--- config.mk ---
export PLATFORM = sky130hd
export DESIGN_NAME = l2_mp_trace_buffer
export DESIGN_NICKNAME = d
export VERILOG_FILES = /design/src/rtl/l2_mp_trace_pkg.sv /design/src/rtl/l2_mp_trace_fifo.sv /design/src/rtl/l2_mp_trace_buffer.sv
export SDC_FILE = /design/constraint.sdc
export NUM_CORES = 2
export LEC_CHECK = 0
export BUFFER_PORTS_ARGS = -buffer_cell sky130_fd_sc_hd__buf_2
export CORE_ASPECT_RATIO = 1.1
export CORE_MARGIN = 10
export CORE_UTILIZATION = 35
export CTS_CLUSTER_SIZE = 16
export DETAILED_ROUTE_END_ITERATION = 8
export RECOVER_POWER = 50
export SKIP_LAST_GASP = 1
export SYNTH_ARGS = -nofsm -noshare
export SYNTH_HDL_FRONTEND = slang
export SYNTH_SLANG_ARGS = --single-unit
--- constraint.sdc ---
create_clock -name i_clock -period 15.2 [get_ports i_clock]
set_input_delay 0.76 -clock i_clock [delete_from_list [all_inputs] [get_ports i_clock]]
set_output_delay 0.76 -clock i_clock [all_outputs]
set_load 0.02 [all_outputs]
--- src/rtl/l2_mp_trace_pkg.sv ---
// Shared types for the L2 MainPipe trace buffer.
// Record layout, channel encodings and stat widths.
package l2_mp_trace_pkg;

  localparam int WAY_BITS   = 2;
  localparam int SET_BITS   = 7;
  localparam int TAG_BITS   = 8;
  localparam int MSHR_BITS  = 8;
  localparam int STAMP_BITS = 64;
  localparam int DROP_CNT_W = 32;

  localparam logic [2:0] CH_A = 3'd1;
  localparam logic [2:0] CH_B = 3'd2;
  localparam logic [2:0] CH_C = 3'd4;

  typedef struct packed {
    logic [WAY_BITS-1:0]   metaWway;
    logic                  metaWvalid;
    logic [MSHR_BITS-1:0]  mshrId;
    logic [MSHR_BITS-1:0]  allocPtr;
    logic                  allocValid;
    logic [WAY_BITS-1:0]   dirWay;
    logic                  dirHit;
    logic [SET_BITS-1:0]   sset;
    logic [TAG_BITS-1:0]   tag;
    logic [2:0]            opcode;
    logic [2:0]            channel;
    logic                  mshrTask;
    logic [STAMP_BITS-1:0] stamp;
  } mp_rec_t;

  function automatic logic [5:0] popcount32(input logic [31:0] v);
    logic [5:0] c;
    c = '0;
    for (int i = 0; i < 32; i++) begin
      c = c + 6'(v[i]);
    end
    return c;
  endfunction

endpackage

--- src/rtl/l2_mp_trace_fifo.sv ---
// Generic synchronous FIFO, power-of-two depth.
// No bypass: an empty FIFO never presents data in the push cycle.
module l2_mp_trace_fifo #(
  parameter int DEPTH = 16,
  parameter int W     = 8
) (
  input  logic                   i_clock,
  input  logic                   i_reset,
  input  logic                   i_push,
  input  logic [W-1:0]           i_data,
  input  logic                   i_pop,
  output logic [W-1:0]           o_data,
  output logic                   o_full,
  output logic                   o_empty,
  output logic [$clog2(DEPTH):0] o_level
);

  localparam int AW = $clog2(DEPTH);

  logic [W-1:0]  r_mem [DEPTH];
  logic [AW-1:0] r_wr;
  logic [AW-1:0] r_rd;
  logic [AW:0]   r_cnt;
  logic          w_do_push;
  logic          w_do_pop;

  assign o_empty   = (r_cnt == '0);
  assign o_full    = (r_cnt == (AW+1)'(DEPTH));
  assign o_level   = r_cnt;
  assign w_do_pop  = i_pop & ~o_empty;
  assign w_do_push = i_push & (~o_full | w_do_pop);
  assign o_data    = o_empty ? '0 : r_mem[r_rd];

  always_ff @(posedge i_clock) begin
    if (w_do_push) begin
      r_mem[r_wr] <= i_data;
    end
  end

  always_ff @(posedge i_clock or posedge i_reset) begin
    if (i_reset) begin
      r_wr  <= '0;
      r_rd  <= '0;
      r_cnt <= '0;
    end else begin
      if (w_do_push) begin
        r_wr <= r_wr + 1'b1;
      end
      if (w_do_pop) begin
        r_rd <= r_rd + 1'b1;
      end
      case ({w_do_push, w_do_pop})
        2'b10:   r_cnt <= r_cnt + 1'b1;
        2'b01:   r_cnt <= r_cnt - 1'b1;
        default: r_cnt <= r_cnt;
      endcase
    end
  end

endmodule

--- src/rtl/l2_mp_trace_buffer.sv ---
// MainPipe trace collector: per-slice filter and pending slot,
// round-robin merge into one FIFO, drop statistics.
module l2_mp_trace_buffer
  import l2_mp_trace_pkg::*;
#(
  parameter  int NUM_SLICES = 4,
  parameter  int DEPTH      = 16,
  localparam int IDX_W      = (NUM_SLICES > 1) ? $clog2(NUM_SLICES) : 1,
  localparam int LVL_W      = $clog2(DEPTH) + 1
) (
  input  logic                             i_clock,
  input  logic                             i_reset,
  input  logic                             i_en,
  input  logic [NUM_SLICES-1:0]            i_in_valid,
  input  mp_rec_t [NUM_SLICES-1:0]         i_in_rec,
  input  logic [7:0]                       i_cfg_chan_mask,
  input  logic                             i_cfg_hit_only,
  input  logic                             i_clear_stats,
  output logic                             o_out_valid,
  input  logic                             i_out_ready,
  output mp_rec_t                          o_out_rec,
  output logic [IDX_W-1:0]                 o_out_slice,
  output logic [LVL_W-1:0]                 o_level,
  output logic [DROP_CNT_W-1:0]            o_drop_cnt,
  output logic                             o_overflow
);

  localparam int PW = $bits(mp_rec_t) + IDX_W;

  mp_rec_t                 r_pend_rec [NUM_SLICES];
  logic [NUM_SLICES-1:0]   r_pend_vld;
  logic [IDX_W-1:0]        r_ptr;
  logic [DROP_CNT_W-1:0]   r_drop_cnt;
  logic                    r_overflow;

  logic [NUM_SLICES-1:0]   w_accept;
  logic [NUM_SLICES-1:0]   w_load;
  logic [NUM_SLICES-1:0]   w_drop;
  logic [NUM_SLICES-1:0]   w_gnt_oh;
  logic                    w_gnt_vld;
  logic [IDX_W-1:0]        w_gnt_idx;
  logic                    w_full;
  logic                    w_empty;
  logic                    w_pop;
  logic                    w_can_write;
  logic [PW-1:0]           w_head;
  logic [5:0]              w_drop_n;
  logic [DROP_CNT_W:0]     w_sum;

  assign o_out_valid = ~w_empty;
  assign w_pop       = o_out_valid & i_out_ready;
  assign w_can_write = ~w_full | w_pop;

  // A pending slot can be refilled in the same cycle it is granted.
  for (genvar g = 0; g < NUM_SLICES; g++) begin : g_slice
    assign w_accept[g] = i_en & i_in_valid[g]
                       & i_cfg_chan_mask[i_in_rec[g].channel]
                       & (~i_cfg_hit_only | i_in_rec[g].dirHit);
    assign w_load[g]   = w_accept[g] & (~r_pend_vld[g] | w_gnt_oh[g]);
    assign w_drop[g]   = w_accept[g] & ~w_load[g];

    always_ff @(posedge i_clock or posedge i_reset) begin
      if (i_reset) begin
        r_pend_vld[g] <= 1'b0;
        r_pend_rec[g] <= '0;
      end else if (w_load[g]) begin
        r_pend_vld[g] <= 1'b1;
        r_pend_rec[g] <= i_in_rec[g];
      end else if (w_gnt_oh[g]) begin
        r_pend_vld[g] <= 1'b0;
      end
    end
  end

  always_comb begin
    logic [IDX_W-1:0] j;
    w_gnt_vld = 1'b0;
    w_gnt_idx = '0;
    j         = '0;
    for (int k = 0; k < NUM_SLICES; k++) begin
      j = IDX_W'((int'(r_ptr) + k) % NUM_SLICES);
      if (!w_gnt_vld && r_pend_vld[j]) begin
        w_gnt_vld = 1'b1;
        w_gnt_idx = j;
      end
    end
    if (!w_can_write) begin
      w_gnt_vld = 1'b0;
    end
  end

  assign w_gnt_oh = w_gnt_vld ? (NUM_SLICES'(1) << w_gnt_idx) : '0;

  always_ff @(posedge i_clock or posedge i_reset) begin
    if (i_reset) begin
      r_ptr <= '0;
    end else if (w_gnt_vld) begin
      r_ptr <= (w_gnt_idx == IDX_W'(NUM_SLICES - 1)) ? '0
                                                      : w_gnt_idx + 1'b1;
    end
  end

  assign w_drop_n = popcount32(32'(w_drop));
  assign w_sum    = {1'b0, r_drop_cnt} + (DROP_CNT_W+1)'(w_drop_n);

  always_ff @(posedge i_clock or posedge i_reset) begin
    if (i_reset) begin
      r_drop_cnt <= '0;
      r_overflow <= 1'b0;
    end else if (i_clear_stats) begin
      r_drop_cnt <= '0;
      r_overflow <= 1'b0;
    end else if (|w_drop) begin
      r_drop_cnt <= w_sum[DROP_CNT_W] ? '1 : w_sum[DROP_CNT_W-1:0];
      r_overflow <= 1'b1;
    end
  end

  assign o_drop_cnt = r_drop_cnt;
  assign o_overflow = r_overflow;

  l2_mp_trace_fifo #(
    .DEPTH (DEPTH),
    .W     (PW)
  ) u_fifo (
    .i_clock (i_clock),
    .i_reset (i_reset),
    .i_push  (w_gnt_vld),
    .i_data  ({r_pend_rec[w_gnt_idx], w_gnt_idx}),
    .i_pop   (w_pop),
    .o_data  (w_head),
    .o_full  (w_full),
    .o_empty (w_empty),
    .o_level (o_level)
  );

  assign o_out_rec   = w_head[PW-1:IDX_W];
  assign o_out_slice = w_head[IDX_W-1:0];

endmodule

### After elaboration in Yosys (flattened, before gate mapping)

Memory sizes are Yosys's and may differ from the RTL's.
Index checks and enable logic that the tools add are counted.

| cells by class | value |
|---|---|
| bitwise logic cells | 45 |
| add/sub/neg operators | 12 |
| reductions and logical operators | 14 |
| $lt $le $gt $ge | 9 |
| shift operators | 1 |
| mux-type cells | 47 |
| eq/ne operators | 4 |

Operators with widths:

| cell | number |
|---|---|
| $bmux 109 s2 | 1 |
| $mux 109 | 2 |
| $mux 111 | 1 |
| $mux 32 | 3 |
| $add 32x4->33 | 1 |
| $mux 1 | 25 |
| $and 1x1->1 | 23 |
| $lt 3x4->1 const B | 4 |
| $bmux 1 s3 | 4 |
| $lt 2x3->1 const B | 4 |
| $reduce_bool 2->1 | 6 |
| $not 1->1 | 11 |
| $mux 2 | 5 |
| $or 1x1->1 | 10 |
| $pmux 5 s2 | 1 |
| $add 4x1->4 const B | 2 |
| $bmux 1 s2 | 4 |
| $add 5x1->5 const B | 1 |
| $eq 5x5->1 const B | 1 |
| $logic_not 5->1 | 1 |
| $sub 5x1->5 const B | 1 |
| $add 2x1->2 const B | 2 |
| $add 2x2->2 const B | 2 |
| $add 3x1->4 | 1 |
| 11 further kinds | 16 |

| storage, ports and cells | value |
|---|---|
| bits in registers | 488 |
| memories kept | 1 |
| output and inout port bits | 150 |
| bits in writable memories | 1776 |

Memories:

| memory | depth | bits a word | read ports | clocked after Yosys merged registers in | write ports | line | source |
|---|---|---|---|---|---|---|---|
| u_fifo.r_mem | 16 | 111 | 1 | 0 | 1 | l2_mp_trace_fifo.sv:20 | `logic [W-1:0] r_mem [DEPTH];` |

### Logic depth before layout (Yosys ltp)

| depth | value |
|---|---|
| word-level depth | 25 |
| gate-level depth with buffers | 22 |
| gate-level depth less buffers | 18 |

### Hierarchy

From an unflattened synthesis, not the netlist that was laid out.

| second synthesis, totals | value |
|---|---|
| cell total of the unflattened synthesis | 4978 |
| area total of the unflattened synthesis | 90677.0 sq um |

By module, submodules not included:

| module | area an instance (sq um) | seq. area each (sq um) | cells an instance | instances |
|---|---|---|---|---|
| l2_mp_trace_fifo | 68535.7 | 53656.5 | 3020 | 1 |
| l2_mp_trace_buffer | 22141.2 | 11886.4 | 1958 | 1 |

### Worst setup path before layout

Ideal clock, no wire load.

| path | value |
|---|---|
| path type | register to register |
| start | register r_pend_vld[0] |
| end | register r_drop_cnt[19], in the netlist o_drop_cnt[19] |
| cell stages (with the launch flop) | 22 |
| path buffers | 4 |
| setup slack | 10370 ps |
| required time | 15045 ps |
| arrival | 4675 ps |
| cell sequence | dfrtp_1 a21o_1 a21oi_1 o22ai_1 inv_1 clkbuf_1 clkbuf_1 ha_1 inv_1 o21ai_0 nor2_1 fa_1 fa_1 and2_1 and3_1 and2_1 clkbuf_1 and3_1 clkbuf_1 a21o_1 a21oi_1 a311oi_1 |

| between the ends | value |
|---|---|
| word-level cells in the longest chain between the ends | 25 |

RTL lines:

| what | line | source |
|---|---|---|
| start: declaration | l2_mp_trace_buffer.sv:31 | `logic [NUM_SLICES-1:0] r_pend_vld;` |
| start signal: indexed assignment | l2_mp_trace_buffer.sv:64 | `r_pend_vld[g] <= 1'b0;` |
| start signal: indexed assignment | l2_mp_trace_buffer.sv:67 | `r_pend_vld[g] <= 1'b1;` |
| start signal: indexed assignment | l2_mp_trace_buffer.sv:70 | `r_pend_vld[g] <= 1'b0;` |
| $bmux 1 s2 | l2_mp_trace_buffer.sv:82 | `if (!w_gnt_vld && r_pend_vld[j]) begin` |
| $mux 1 (not written as such) | l2_mp_trace_buffer.sv:82 |  |
| $mux 1 | l2_mp_trace_buffer.sv:82 |  |
| $logic_not 1->1 | l2_mp_trace_buffer.sv:82 |  |
| $logic_and 1x1->1 | l2_mp_trace_buffer.sv:82 |  |
| $mux 1 | l2_mp_trace_buffer.sv:82 |  |
| $logic_not 1->1 | l2_mp_trace_buffer.sv:82 |  |
| $logic_and 1x1->1 | l2_mp_trace_buffer.sv:82 |  |
| [... 4 more ...] | n/a |  |
| via u_fifo.i_data[1] | l2_mp_trace_fifo.sv:10 | `input logic [W-1:0] i_data,` |
| [... 5 more ...] | n/a |  |
| $and 1x1->1 | l2_mp_trace_buffer.sv:60 | `assign w_drop[g] = w_accept[g] & ~w_load[g];` |
| $add 1x1->2 | l2_mp_trace_pkg.sv:36 | `c = c + 6'(v[i]);` |
| $add 2x1->3 | l2_mp_trace_pkg.sv:36 |  |
| $add 3x1->4 | l2_mp_trace_pkg.sv:36 |  |
| $add 32x4->33 | l2_mp_trace_buffer.sv:104 | `assign w_sum = {1'b0, r_drop_cnt} + (DROP_CNT_W+1)'(w_drop_n);` |
| $mux 32 | l2_mp_trace_buffer.sv:114 | `r_drop_cnt <= w_sum[DROP_CNT_W] ? '1 : w_sum[DROP_CNT_W-1:0];` |
| $mux 32 | l2_mp_trace_buffer.sv:113 | `end else if (\|w_drop) begin` |
| $mux 32 | l2_mp_trace_buffer.sv:110 | `end else if (i_clear_stats) begin` |
| end signal: assignment | l2_mp_trace_buffer.sv:114 |  |
| end: declaration | l2_mp_trace_buffer.sv:33 | `logic [DROP_CNT_W-1:0] r_drop_cnt;` |

Mark *: on every way through the listed nets, which the timed path passes. The rest lies on a longest branch. The select of a mux whose other input is x is not followed.
A chain may end at the register's enable or synchronous reset.

### Worst setup path after layout

| path | value |
|---|---|
| start | register r_ptr[1] |
| end | register r_pend_rec[251] (netlist bit) |

| between the ends | value |
|---|---|
| word-level cells in the longest chain between the ends | 16 |

RTL lines:

| what | line | source |
|---|---|---|
| start: declaration | l2_mp_trace_buffer.sv:32 | `logic [IDX_W-1:0] r_ptr;` |
| start signal: assignment | l2_mp_trace_buffer.sv:98 | `r_ptr <= (w_gnt_idx == IDX_W'(NUM_SLICES - 1)) ? '0` |
| parallel branches: the longest is 13 deep, another holds $add 2x1->2 | n/a |  |
| $mux 4 (*) | l2_mp_trace_buffer.sv:92 | `assign w_gnt_oh = w_gnt_vld ? (NUM_SLICES'(1) << w_gnt_idx) : '0;` |
| $or 1x1->1 (*) | l2_mp_trace_buffer.sv:59 | `assign w_load[g] = w_accept[g] & (~r_pend_vld[g] \| w_gnt_oh[g]);` |
| $and 1x1->1 (*) | l2_mp_trace_buffer.sv:59 |  |
| end signal: indexed assignment | l2_mp_trace_buffer.sv:68 | `r_pend_rec[g] <= i_in_rec[g];` |
| end: declaration | l2_mp_trace_buffer.sv:30 | `mp_rec_t r_pend_rec [NUM_SLICES];` |

Mark *: on every way between the ends. The select of a mux whose other input is x is not followed.

==> metrics.txt <==
FF/Latch Area 65600 µm²; Global Route Usage Sum 0.181; clock slew at reported path FFs 70 ps; CP peak stage delay 3550 ps; Worst-Skew Late Latency 910 ps; power per cell area 264 nW/µm²; synthesized cell area 90000 µm²; normalized max-slew margin -2.11; clk_skew 69.0 ps; crit path buf inv count 3; Slew Limit Fails 1777; Routed Antenna Nets 0; max_cap viols 48; synthesis-to-finish area growth 16.2%; VDD IR-drop max 0.000159 V; worst slew pin tran 4660 ps; commonest non-fill, non-tap cells in the layout edfxtp_1, buf_2, mux4_2; Gate Count Post-Synth 4613; highest clock rate 103 MHz; wire per inst 28.9 µm; R2R Setup Slk 5480 ps; Setup crit start kind flip-flop; First-pass DRT Iterations 5; critical path, cell by cell a21o_1 > a21oi_1 > o22ai_1 > clkinvlp_2 > o31ai_1 > nor2b_4 > buf_4 > buf_4 > mux2_2; initial antenna violation count 28; Top delay family on crit path buffers and inverters; Crit Path Max Fanout 90; post_cts resized 0; layout cell share with drive strength beyond 1 0.361; Routed WL 256000 µm; DIE HEIGHT 552 µm; Die Span X 503 µm; synth warn 0; number of post-CTS setup repair buffers 0; final hold slack 80.9 ps; fin crit share 0.640; initial core utilization 0.351; number of buffers created by CTS 239; CP Capture Type flip-flop; hpwl dp 149000 µm; Final Total Pwr 27.6 mW; Hold Crit Endpoint r_pend_rec[423]; Synth Net Count 5083; post-route cell area 105000 µm²; critical path type flip-flop to flip-flop; worst hold stages 2; I/O pins 604; vias 47100; fill cell count 22900; gpl congestion 0.803; CTS root buf clkbuf_16; Post-Layout Cell Count 8866; Syn Area/Cell 19.5 µm²; CP arrival 10450 ps; CTS tree done; total core area 256000 µm²; ys async rst share 0.216; static leakage 36.6 nW; Synth cell types 52; vias in the first global route 50700; area of the multi-input gates 23200 µm²; status finished with violations; slowest stage cell on the critical path clkinvlp_2; Post-synth EDFFs 1776; leading cell type in the layout, fill and taps excluded edfxtp_1; post-synthesis sequential area ratio 0.728; number of port buffers 603; Min-Delay Startpoint i_in_rec[96]; H-tree depth 4; RSZ-0062 raised after global routing false; final setup violation count 0; Via density 5.31; Final nets 5786; Worst Hold Class input pin to flip-flop; worst r2r dst r_pend_rec[251]; DR DRC count 0; CTS Buffer Depth 4; final hold vios 0; row count 195; reg2reg start r_ptr[1]; Tmin final 9720 ps; dominant synthesized flop cell edfxtp_1; Congestion Overflow GR 0; first-pass GRT wire length 367000 µm; failing checks capacitance limit, slew limit; pin count of the biggest net entering global routing 135; #FFs+latches synth 2264; Worst Reg-to-Reg Cells 9; Area after DPL 97200 µm²; die area 278000 µm²; required time worst endpoint 15930 ps; Initial DRC Count 4360; Final TNS setup 0 ps; number of clock sinks 2264; Most common cell on crit path buf_4; Post-Place Cells 8418
state kept, by name (all words and copies together) (netlist names):
register,cells
o_drop_cnt,32
o_overflow,1
r_pend_rec,436
r_pend_vld,4
r_ptr,2
u_fifo.o_level,5
u_fifo.r_mem,1776
u_fifo.r_rd,4
u_fifo.r_wr,4
metrics by stage:
step / util / setup slack [ps]
final: 0.408 / 5480
after global routing: 0.408 / 4750
after CTS: 0.409 / 8860
after detailed placement: 0.379 / 9590
after global placement: 0.379 / 9630
after floorplan: - / 821
worst max path at each step:
| stage | start | to | cells past startpoint |
|---|---|---|---|
| global placement | i_cfg_hit_only | o_drop_cnt[5] | 18 |
| global route | r_ptr[1] | o_drop_cnt[11] | 17 |
| floorplan | i_reset | o_drop_cnt[0] | 1 |
| CTS | u_fifo.r_rd[1] | o_out_rec[108] | 7 |
| detailed placement | i_in_rec[174] | o_drop_cnt[7] | 14 |
| finish | r_ptr[1] | r_pend_rec[251] | 9 |
metal layers:
layer  GRT usage  vias to the layer above  share of wire  routed length (µm)
met5           0                        -        0.00041                 104
met3      0.0356                      315          0.064               16400
met1       0.241                    25400           0.42              107000
met4      0.0406                       16          0.020                5250
met2       0.306                     1522           0.50              127000
li1            -                    19800              -                   -
layout make-up:
type,instances,area share
flip-flops and latches,2264,0.627
multi-input cells,2056,0.222
clock buffers,288,0.0597
well taps,3349,0.0401
repair buffers,737,0.0368
clock inverters,147,0.0132
inverters,18,0.000682
diodes,7,0.000168
worst reg2reg max path, cell delays in order, from the launching register on:
cell	delay, ps
dfrtp_1	460
a21o_1	140
a21oi_1	60
o22ai_1	530
clkinvlp_2	3550
o31ai_1	1790
nor2b_4	980
buf_4	600
buf_4	780
mux2_2	660
kinds of logic after synthesis:
logic type / count (synthesis) / synth area share
buffers and inverters: 293 / 0.0139
AOI/OAI and AO/OA: 204 / 0.0153
xor gates and xnor gates: 11 / 0.00107
muxes: 1008 / 0.196
and+or+nand+nor: 817 / 0.0429
adders and majority gates: 16 / 0.00256
DFF: 2264 / 0.728
timing repair:
item,4_1_cts,5_1_grt
hold buffers,1,0
hold endpoints to repair,27,0
endpoints found under the setup margin,0,0
synth_stat cells, types with 4 or more instances:
| master | n | area share |
|---|---|---|
| nand4_1 | 5 | 0.00035 |
| nand2b_1 | 6 | 0.00042 |
| xnor2_1 | 7 | 0.00068 |
| edfxtp_1 | 1776 | 0.59 |
| nand3_1 | 5 | 0.00028 |
| buf_1 | 29 | 0.0012 |
| clkbuf_1 | 164 | 0.0068 |
| and4_1 | 4 | 0.00039 |
| a21o_1 | 6 | 0.00050 |
| inv_1 | 18 | 0.00075 |
| mux4_2 | 557 | 0.14 |
| fa_1 | 4 | 0.00089 |
| a31oi_1 | 118 | 0.0082 |
| mux2i_1 | 8 | 0.00089 |
| mux2_2 | 431 | 0.054 |
| a41o_1 | 6 | 0.00067 |
| and3_1 | 135 | 0.0094 |
| buf_4 | 13 | 0.0011 |
| nor4_1 | 5 | 0.00035 |
| ha_1 | 12 | 0.0017 |
| dfrtp_1 | 488 | 0.14 |
| buf_2 | 66 | 0.0037 |
| a21oi_1 | 23 | 0.0013 |
| xor2_1 | 4 | 0.00039 |
| nand2_1 | 478 | 0.020 |
| mux2_1 | 11 | 0.0014 |
| o21ai_0 | 8 | 0.00045 |
| a211oi_1 | 8 | 0.00067 |
| and2_1 | 131 | 0.0091 |
| a311oi_1 | 18 | 0.0018 |
| nor2_1 | 28 | 0.0012 |
| nor3_1 | 7 | 0.00039 |
report_power, final:
part / internal (mW) / switching [mW] / leakage [nW]
sequential: 10.9 / 0.700 / 22.0
combinational: 3.57 / 6.69 / 10.8
clock: 3.29 / 2.45 / 3.74
(Power assumes the default switching activity.)
